$ cat config.mk
export PLATFORM = sky130hd
export DESIGN_NAME = wireless_cfg_tx
export DESIGN_NICKNAME = d
export VERILOG_FILES = /design/src/rtl/wireless_pkg.sv /design/src/rtl/wireless_cfg_tx_uart_tx.sv /design/src/rtl/wireless_cfg_tx.sv
export SDC_FILE = /design/constraint.sdc
export NUM_CORES = 1
export LEC_CHECK = 0
export BUFFER_PORTS_ARGS = -buffer_cell sky130_fd_sc_hd__buf_2
export CAP_MARGIN = 20
export CORE_UTILIZATION = 59
export DETAILED_ROUTE_END_ITERATION = 10
export GPL_ROUTABILITY_DRIVEN = 0
export GPL_TIMING_DRIVEN = 0
export PLACE_DENSITY_LB_ADDON = 0.25
export SLEW_MARGIN = 30
export SYNTH_ARGS = -nofsm -noshare
export SYNTH_HDL_FRONTEND = slang
export SYNTH_SLANG_ARGS = --single-unit
$ cat constraint.sdc
create_clock -name clk -period 2.25 [get_ports clk]
set_input_delay 0.1125 -clock clk [delete_from_list [all_inputs] [get_ports clk]]
set_output_delay 0.1125 -clock clk [all_outputs]
set_load 0.02 [all_outputs]
$ cat src/rtl/wireless_pkg.sv
// wireless_pkg: shared types and constants for the wireless module configuration sender.
// Optional feature macro: WIRELESS_CFG_TX_PARITY_EN (adds an even-parity bit to each UART frame).
package wireless_pkg;

  // Transaction sequencer states.
  typedef enum logic [2:0] {
    IDLE       = 3'd0,
    PRE_GUARD  = 3'd1,
    SEND       = 3'd2,
    POST_GUARD = 3'd3,
    FINISH     = 3'd4
  } wireless_cfg_state_t;

  // Level of the UART line when nothing is being sent.
  localparam logic UART_IDLE = 1'b1;

  localparam int DEFAULT_CLK_FREQ     = 100_000_000;
  localparam int DEFAULT_BAUD         = 9600;
  localparam int DEFAULT_GUARD_CYCLES = 4_000_000;

`ifdef WIRELESS_CFG_TX_PARITY_EN
  // start + 8 data + parity + stop
  localparam int FRAME_BITS = 11;
`else
  // start + 8 data + stop
  localparam int FRAME_BITS = 10;
`endif

  // Width of a counter that must hold 0 .. n_values-1 (at least one bit).
  function automatic int cnt_width(input int n_values);
    return (n_values > 1) ? $clog2(n_values) : 1;
  endfunction

endpackage

$ cat src/rtl/wireless_cfg_tx_uart_tx.sv
// uart_tx: generic byte serializer, LSB first, DIV clock cycles per bit.
// Frame is 8N1, or 8E1 when WIRELESS_CFG_TX_PARITY_EN is defined.
// Handshake: a byte is taken on any cycle where valid && ready. ready is high while
// idle and also on the final cycle of the stop bit, so a sender holding valid gets
// frames with no idle gap between them. The start bit drives txd on the cycle after
// the accept.
module uart_tx
  import wireless_pkg::*;
#(
  parameter int DIV = 4
) (
  input  logic       clk,
  input  logic       rst,
  input  logic [7:0] data,
  input  logic       valid,
  output logic       ready,
  output logic       txd
);

  localparam int CW = cnt_width(DIV);
  localparam int BW = cnt_width(FRAME_BITS);
  localparam int SW = FRAME_BITS - 1;
  localparam logic [CW-1:0] CNT_LAST = CW'(DIV - 1);
  localparam logic [BW-1:0] BIT_LAST = BW'(FRAME_BITS - 1);

  logic          r_busy;
  logic [CW-1:0] r_cnt;
  logic [BW-1:0] r_bit;
  logic [SW-1:0] r_shift;
  logic          r_txd;

  logic          w_bit_end;
  logic          w_frame_end;
  logic          w_accept;
  logic [SW-1:0] w_load;

  assign w_bit_end   = (r_cnt == CNT_LAST);
  assign w_frame_end = w_bit_end && (r_bit == BIT_LAST);
  assign ready       = !r_busy || w_frame_end;
  assign w_accept    = valid && ready;
  assign txd         = r_txd;

  // Bits after the start bit, in transmit order from bit 0 upward.
`ifdef WIRELESS_CFG_TX_PARITY_EN
  assign w_load = {1'b1, ^data, data};
`else
  assign w_load = {1'b1, data};
`endif

  // Bit timer and shifter; a new accept always wins over finishing the stop bit.
  always_ff @(posedge clk) begin
    if (rst) begin
      r_busy  <= 1'b0;
      r_cnt   <= '0;
      r_bit   <= '0;
      r_shift <= '0;
      r_txd   <= UART_IDLE;
    end else if (w_accept) begin
      r_busy  <= 1'b1;
      r_cnt   <= '0;
      r_bit   <= '0;
      r_shift <= w_load;
      r_txd   <= 1'b0;
    end else if (r_busy) begin
      if (w_bit_end) begin
        r_cnt <= '0;
        if (r_bit == BIT_LAST) begin
          r_busy <= 1'b0;
          r_bit  <= '0;
          r_txd  <= UART_IDLE;
        end else begin
          r_bit   <= r_bit + BW'(1);
          r_txd   <= r_shift[0];
          r_shift <= {1'b1, r_shift[SW-1:1]};
        end
      end else begin
        r_cnt <= r_cnt + CW'(1);
      end
    end
  end

endmodule

$ cat src/rtl/wireless_cfg_tx.sv
// wireless_cfg_tx: pulls SET low, waits a guard time, streams command bytes over the
// UART, waits a second guard time, then releases SET and pulses done.
// Optional feature macro: WIRELESS_CFG_TX_PARITY_EN (even parity in every frame).
// Handshake: in_data/in_last are taken when in_valid && in_ready; in_ready is only
// offered in SEND, while the serializer can take a byte and before the in_last byte
// has been accepted. o_dbg_state exposes the sequencer state for observation.
module wireless_cfg_tx
  import wireless_pkg::*;
#(
  parameter int CLK_FREQ     = DEFAULT_CLK_FREQ,
  parameter int BAUD         = DEFAULT_BAUD,
  parameter int GUARD_CYCLES = DEFAULT_GUARD_CYCLES
) (
  input  logic       clk,
  input  logic       rst,
  input  logic       start,
  input  logic [7:0] in_data,
  input  logic       in_valid,
  input  logic       in_last,
  output logic       in_ready,
  output logic       wireless_rx,
  output logic       wireless_set,
  output logic       busy,
  output logic       done,
  output logic [2:0] o_dbg_state
);

  localparam int DIV = CLK_FREQ / BAUD;
  localparam int GW  = cnt_width(GUARD_CYCLES);
  localparam logic [GW-1:0] GUARD_LAST = GW'(GUARD_CYCLES - 1);

  wireless_cfg_state_t r_state;
  logic [GW-1:0]       r_guard;
  logic                r_last_acc;
  logic                r_set;
  logic                r_busy;
  logic                r_done;

  logic w_uart_ready;
  logic w_in_ready;
  logic w_accept;

  assign w_in_ready   = (r_state == SEND) && !r_last_acc && w_uart_ready;
  assign w_accept     = in_valid && w_in_ready;
  assign in_ready     = w_in_ready;
  assign wireless_set = r_set;
  assign busy         = r_busy;
  assign done         = r_done;
  assign o_dbg_state  = r_state;

  uart_tx #(
    .DIV(DIV)
  ) u_uart_tx (
    .clk  (clk),
    .rst  (rst),
    .data (in_data),
    .valid(w_accept),
    .ready(w_uart_ready),
    .txd  (wireless_rx)
  );

  // Sequencer with guard counter; SET, busy and done are registered alongside the state.
  always_ff @(posedge clk) begin
    if (rst) begin
      r_state    <= IDLE;
      r_guard    <= '0;
      r_last_acc <= 1'b0;
      r_set      <= 1'b1;
      r_busy     <= 1'b0;
      r_done     <= 1'b0;
    end else begin
      r_done <= 1'b0;
      case (r_state)
        IDLE: begin
          if (start) begin
            r_state    <= PRE_GUARD;
            r_set      <= 1'b0;
            r_busy     <= 1'b1;
            r_guard    <= '0;
            r_last_acc <= 1'b0;
          end
        end
        PRE_GUARD: begin
          if (r_guard == GUARD_LAST) begin
            r_guard <= '0;
            r_state <= SEND;
          end else begin
            r_guard <= r_guard + GW'(1);
          end
        end
        SEND: begin
          if (w_accept && in_last) begin
            r_last_acc <= 1'b1;
          end
          // With the final byte taken, serializer ready marks its last stop-bit cycle.
          if (r_last_acc && w_uart_ready) begin
            r_last_acc <= 1'b0;
            r_state    <= POST_GUARD;
          end
        end
        POST_GUARD: begin
          if (r_guard == GUARD_LAST) begin
            r_guard <= '0;
            r_state <= FINISH;
            r_set   <= 1'b1;
            r_done  <= 1'b1;
          end else begin
            r_guard <= r_guard + GW'(1);
          end
        end
        FINISH: begin
          r_state <= IDLE;
          r_busy  <= 1'b0;
        end
        default: begin
          r_state <= IDLE;
        end
      endcase
    end
  end

endmodule

==> impl_metrics.csv <==
group,metric,value,unit
run_status,outcome,"finished, violations left",
run_status,failed_checks,"DRC, setup timing",
clock_network,cts.root.buffer_cell,"clkbuf_8",
grt,grt_max_degree,11,
detailed_routing,drt-pass1-iter-count,7,
grt,gr-max-usage-layer,"met2",
die,rows,24,
yosys,synth-edff-count,0,
pwr,clock_power_share,45.0,%
yosys,syn_area,2780,um2
cells_and_area,fillers,351,
detailed_routing,first_iter_violations,147,
timing,rsz0062_at_grt,"yes",
timing,min_period_over_period,100,%
cells_and_area,n_antenna_cell,0,
clock_network,cts_made_buffers,9,
detailed_routing,avgRoutedWirePerCell,14.8,um
yosys,synth_simple_gate_area_share,29.0,%
grt,antenna_found_initial,0,
cells_and_area,register_area,1170,um2
yosys,synth_fp_nets,341,
timing,fmax,443,MHz
yosys,synth-xor-area-share,6.92,%
grt,grt_pass1_wl,10.2,mm
grt,met1_usage,32.3,%
timing,hold_ws,0.0550,ns
timing,max_slew_margin,63.5,%
critical_path,reg2reg_to,"u_uart_tx.r_cnt[11]",
timing,fin_worst_skew,0.00777,ns
worst_hold_path,hold_end,"u_uart_tx.r_shift[7]",
critical_path,setup.worst_path.class,"flip-flop to primary output",
clock_network,cts_tree,"built",
pwr,p_seq_share,50.4,%
worst_hold_path,hold_path_depth,3,
placed_design,io_buffers,19,
yosys,ys_top_cells_by_area,"dfxtp_1 42%, nor2_1 5.3%, a21oi_1 4.3%",
clock_network,cts.clk_slew.worst_paths,0.07,ns
yosys,ys_types,46,
worst_hold_path,hp-class,"input port to flip-flop",
yosys,synth_top_flop_cell,"dfxtp_1",
die,initial_core_util,62.6,%
clock_network,postCtsHoldBufs,0,
grt,grt_pass1_vias,2264,
yosys,yosys_warnings,0,
cells_and_area,multi_input_area,1540,um2
critical_path,reg2reg_depth,7,
die,die_h,70.7,um
yosys,synth_cells,326,
die,die-area,5000,um2
pwr,netSwitchingFraction,22.6,%
critical_path,critPathRequiredTime,2.14,ns
grt,grt_use_met3,6.55,%
timing,fin_crit,2.26,ns
detailed_routing,wirelength,6.14,mm
pwr,cell_internal_pwr,1.60,mW
yosys,avgSynthCellArea,8.54,um2
die,die_w,70.7,um
die,ios,21,
timing,worstMarginPinSlew,0.547,ns
pwr,comb_power_share,4.6,%
yosys,synth-seq-area-share,41.7,%
placed_design,dpl-instance-area,2940,um2
detailed_routing,detail-route-antenna-nets,0,
pwr,ir_drop,580,uV
grt,grt_usage,25.6,%
critical_path,reg2reg_slack,0.07,ns
pwr,p_sw,466,uW
flow_run,cap_violations,0,
yosys,synth-seq-cells,58,
timing,finalHoldViolations,0,
critical_path,endpoint_kind,"primary output",
yosys,synthAdderAreaFrac,0.899,%
cells_and_area,final_util,72.2,%
critical_path,cp-start-kind,"flip-flop",
cells_and_area,fin_area,3210,um2
critical_path,worstReg2RegStart,"u_uart_tx.r_cnt[6]",
pwr,power_density,643,nW/um2
timing,setup_viol,1,
clock_network,cts.path.max_buffers,2,
cells_and_area,finalNetCount,373,
grt,grt_util_met2,43.4,%
die,core_area,4440,um2
placed_design,dp_hpwl,4.11,mm
yosys,async_flop_share,0,%
clock_network,htree_levels,3,
grt,grt.overflow.total,0,
pwr,p_leak,1.14,nW
clock_network,insertion_delay,0.33,ns
timing,report.final.slew_viol_count,0,
clock_network,clock-sinks,58,
yosys,synth_top_family_by_area,"simple AND/OR/NAND/NOR gates",
yosys,synth.mux.area_fraction,2.16,%
critical_path,arrival,2.14,ns
detailed_routing,avgViaCountPerCell,5.97,
yosys,yosys.area.top_type,"dfxtp_1",
pwr,total_power,2.06,mW
yosys,synth.top_cell.area_share,41.7,%
critical_path,path_max_fanout,3,
worst_hold_path,hp-start,"in_data[7]",
cells_and_area,area_growth,15.2,%
cells_and_area,drive_above_1_share,16.0,%
detailed_routing,drc,2,
timing,fin_ws,-0.00504,ns
detailed_routing,route.vias.total,2471,
yosys,synth_compound_area_share,15.2,%
==> sequential cells by signal, indices dropped and copies added, names as in the netlist <==
register	cells
r_guard	22
u_uart_tx.r_cnt	14
u_uart_tx.r_shift	9
u_uart_tx.r_bit	4
o_dbg_state	3
busy	1
done	1
r_last_acc	1
u_uart_tx.r_busy	1
u_uart_tx.txd	1
wireless_set	1
==> worst max path at each step <==
stage | startpoint | to | slack [ns] | cells after the start
after floorplan | r_guard[0] | r_guard[5] | 0.24 | 8
after global placement | r_guard[0] | r_guard[5] | -0.14 | 8
after detailed placement | r_guard[0] | r_guard[5] | -0.16 | 8
after CTS | u_uart_tx.r_cnt[8] | in_ready | 0.008 | 5
after global routing | u_uart_tx.r_cnt[6] | u_uart_tx.r_cnt[11] | -0.05 | 7
final | u_uart_tx.r_cnt[6] | in_ready | -0.005 | 5
==> final cells by class <==
cell class              count  share of cell area (%)
plain buffers              14                    2.07
clock buffers              10                    4.29
clock inverters             5                    1.72
inverters                  12                    1.40
multi-input cells         241                    48.1
flip-flops and latches     58                    36.5
well taps                  52                    2.03
repair buffers             22                    3.86
==> power by group through the flow <==
stage	sequential (mW)	clock, mW	combinational (mW)
floorplan	1.07	0	0.0537
global placement	1.06	0	0.0890
detailed placement	1.06	0	0.0914
CTS	1.04	0.943	0.0951
global route	1.04	0.987	0.107
finish	1.04	0.927	0.0955
==> metrics by stage <==
stage                     cells  TNS (ns)  setup WS, ns
after floorplan             326         0         0.237
after global placement      397    -0.535        -0.137
after detailed placement    397    -0.850        -0.164
after CTS                   413         0       0.00841
after global routing        414    -0.238       -0.0467
final                       414  -0.00504      -0.00504
==> cells by family (layout without fill, tap and decap cells) <==
logic type                 after synthesis  count (layout)
buffers and inverters                   27              63
muxes                                    6               6
adders and majority gates                2               2
xor gates and xnor gates                22              22
DFF                                     58              58
AOI/OAI and AO/OA                       67              67
and+or+nand+nor                        144             144
==> cell usage in the layout, fill, tap and decap left out, types with 2 or more instances in the layout <==
master	netlist	routed
nand3b_1	8	8
a21oi_1	24	24
clkinvlp_4	0	2
dfxtp_1	58	54
dfxtp_2	0	2
nand3_1	14	14
and3_1	4	4
buf_4	2	5
a21o_1	6	6
nand2b_1	6	6
or3_1	4	4
nor4bb_1	3	3
a211o_1	2	2
nand4_1	13	13
and2_1	5	4
a31oi_1	4	4
nor3_1	12	12
clkbuf_8	0	10
o2111ai_1	2	2
dfxtp_4	0	2
and4_1	5	5
ha_1	2	2
clkbuf_1	8	7
mux2i_1	6	6
nand2_1	16	16
a22oi_1	7	7
inv_1	12	12
nor4_1	4	4
xor2_1	12	12
a211oi_1	2	2
nor2b_1	2	2
nor2_1	39	39
buf_2	5	23
o21ai_0	13	12
clkinv_2	0	2
xnor2_1	10	10
==> what timing repair did <==
action,in CTS,in global routing
gates resized for setup,9,7
endpoints found under the setup margin,8,21
pin swaps,2,0
buffers inserted,1,2
==> Yosys cell counts (all sizes together) (2+ instances only) <==
master and number:
nand2b 6, a211o 2, a31oi 4, dfxtp 58, xor2 12, or4 2, xnor2 10, buf 7
o21ai 14, mux2i 6, a211oi 3, nor2 39, and2 5, nand2 16, ha 2, a21oi 24
nor4bb 3, nor3 12, and3 4, a21o 6, nand3b 8, clkbuf 8, inv 12, nand3 14
a22oi 7, nor2b 2, nand4 13, or3 4, o2111ai 2, and4 5, nor4 6
==> worst max-delay path: stages, from the launching register on <==
cell	delay (ns)
dfxtp_4	0.35
or4b_4	0.56
or4_4	0.48
o21ai_4	0.15
and2_4	0.16
buf_6	0.11
==> metal layers <==
layer	part of all wire [%]	vias to the layer above
met5	0	-
met4	1.1	0
met3	2.5	6
met2	50	27
met1	47	1193
li1	-	1245
(Power assumes the default switching activity.)
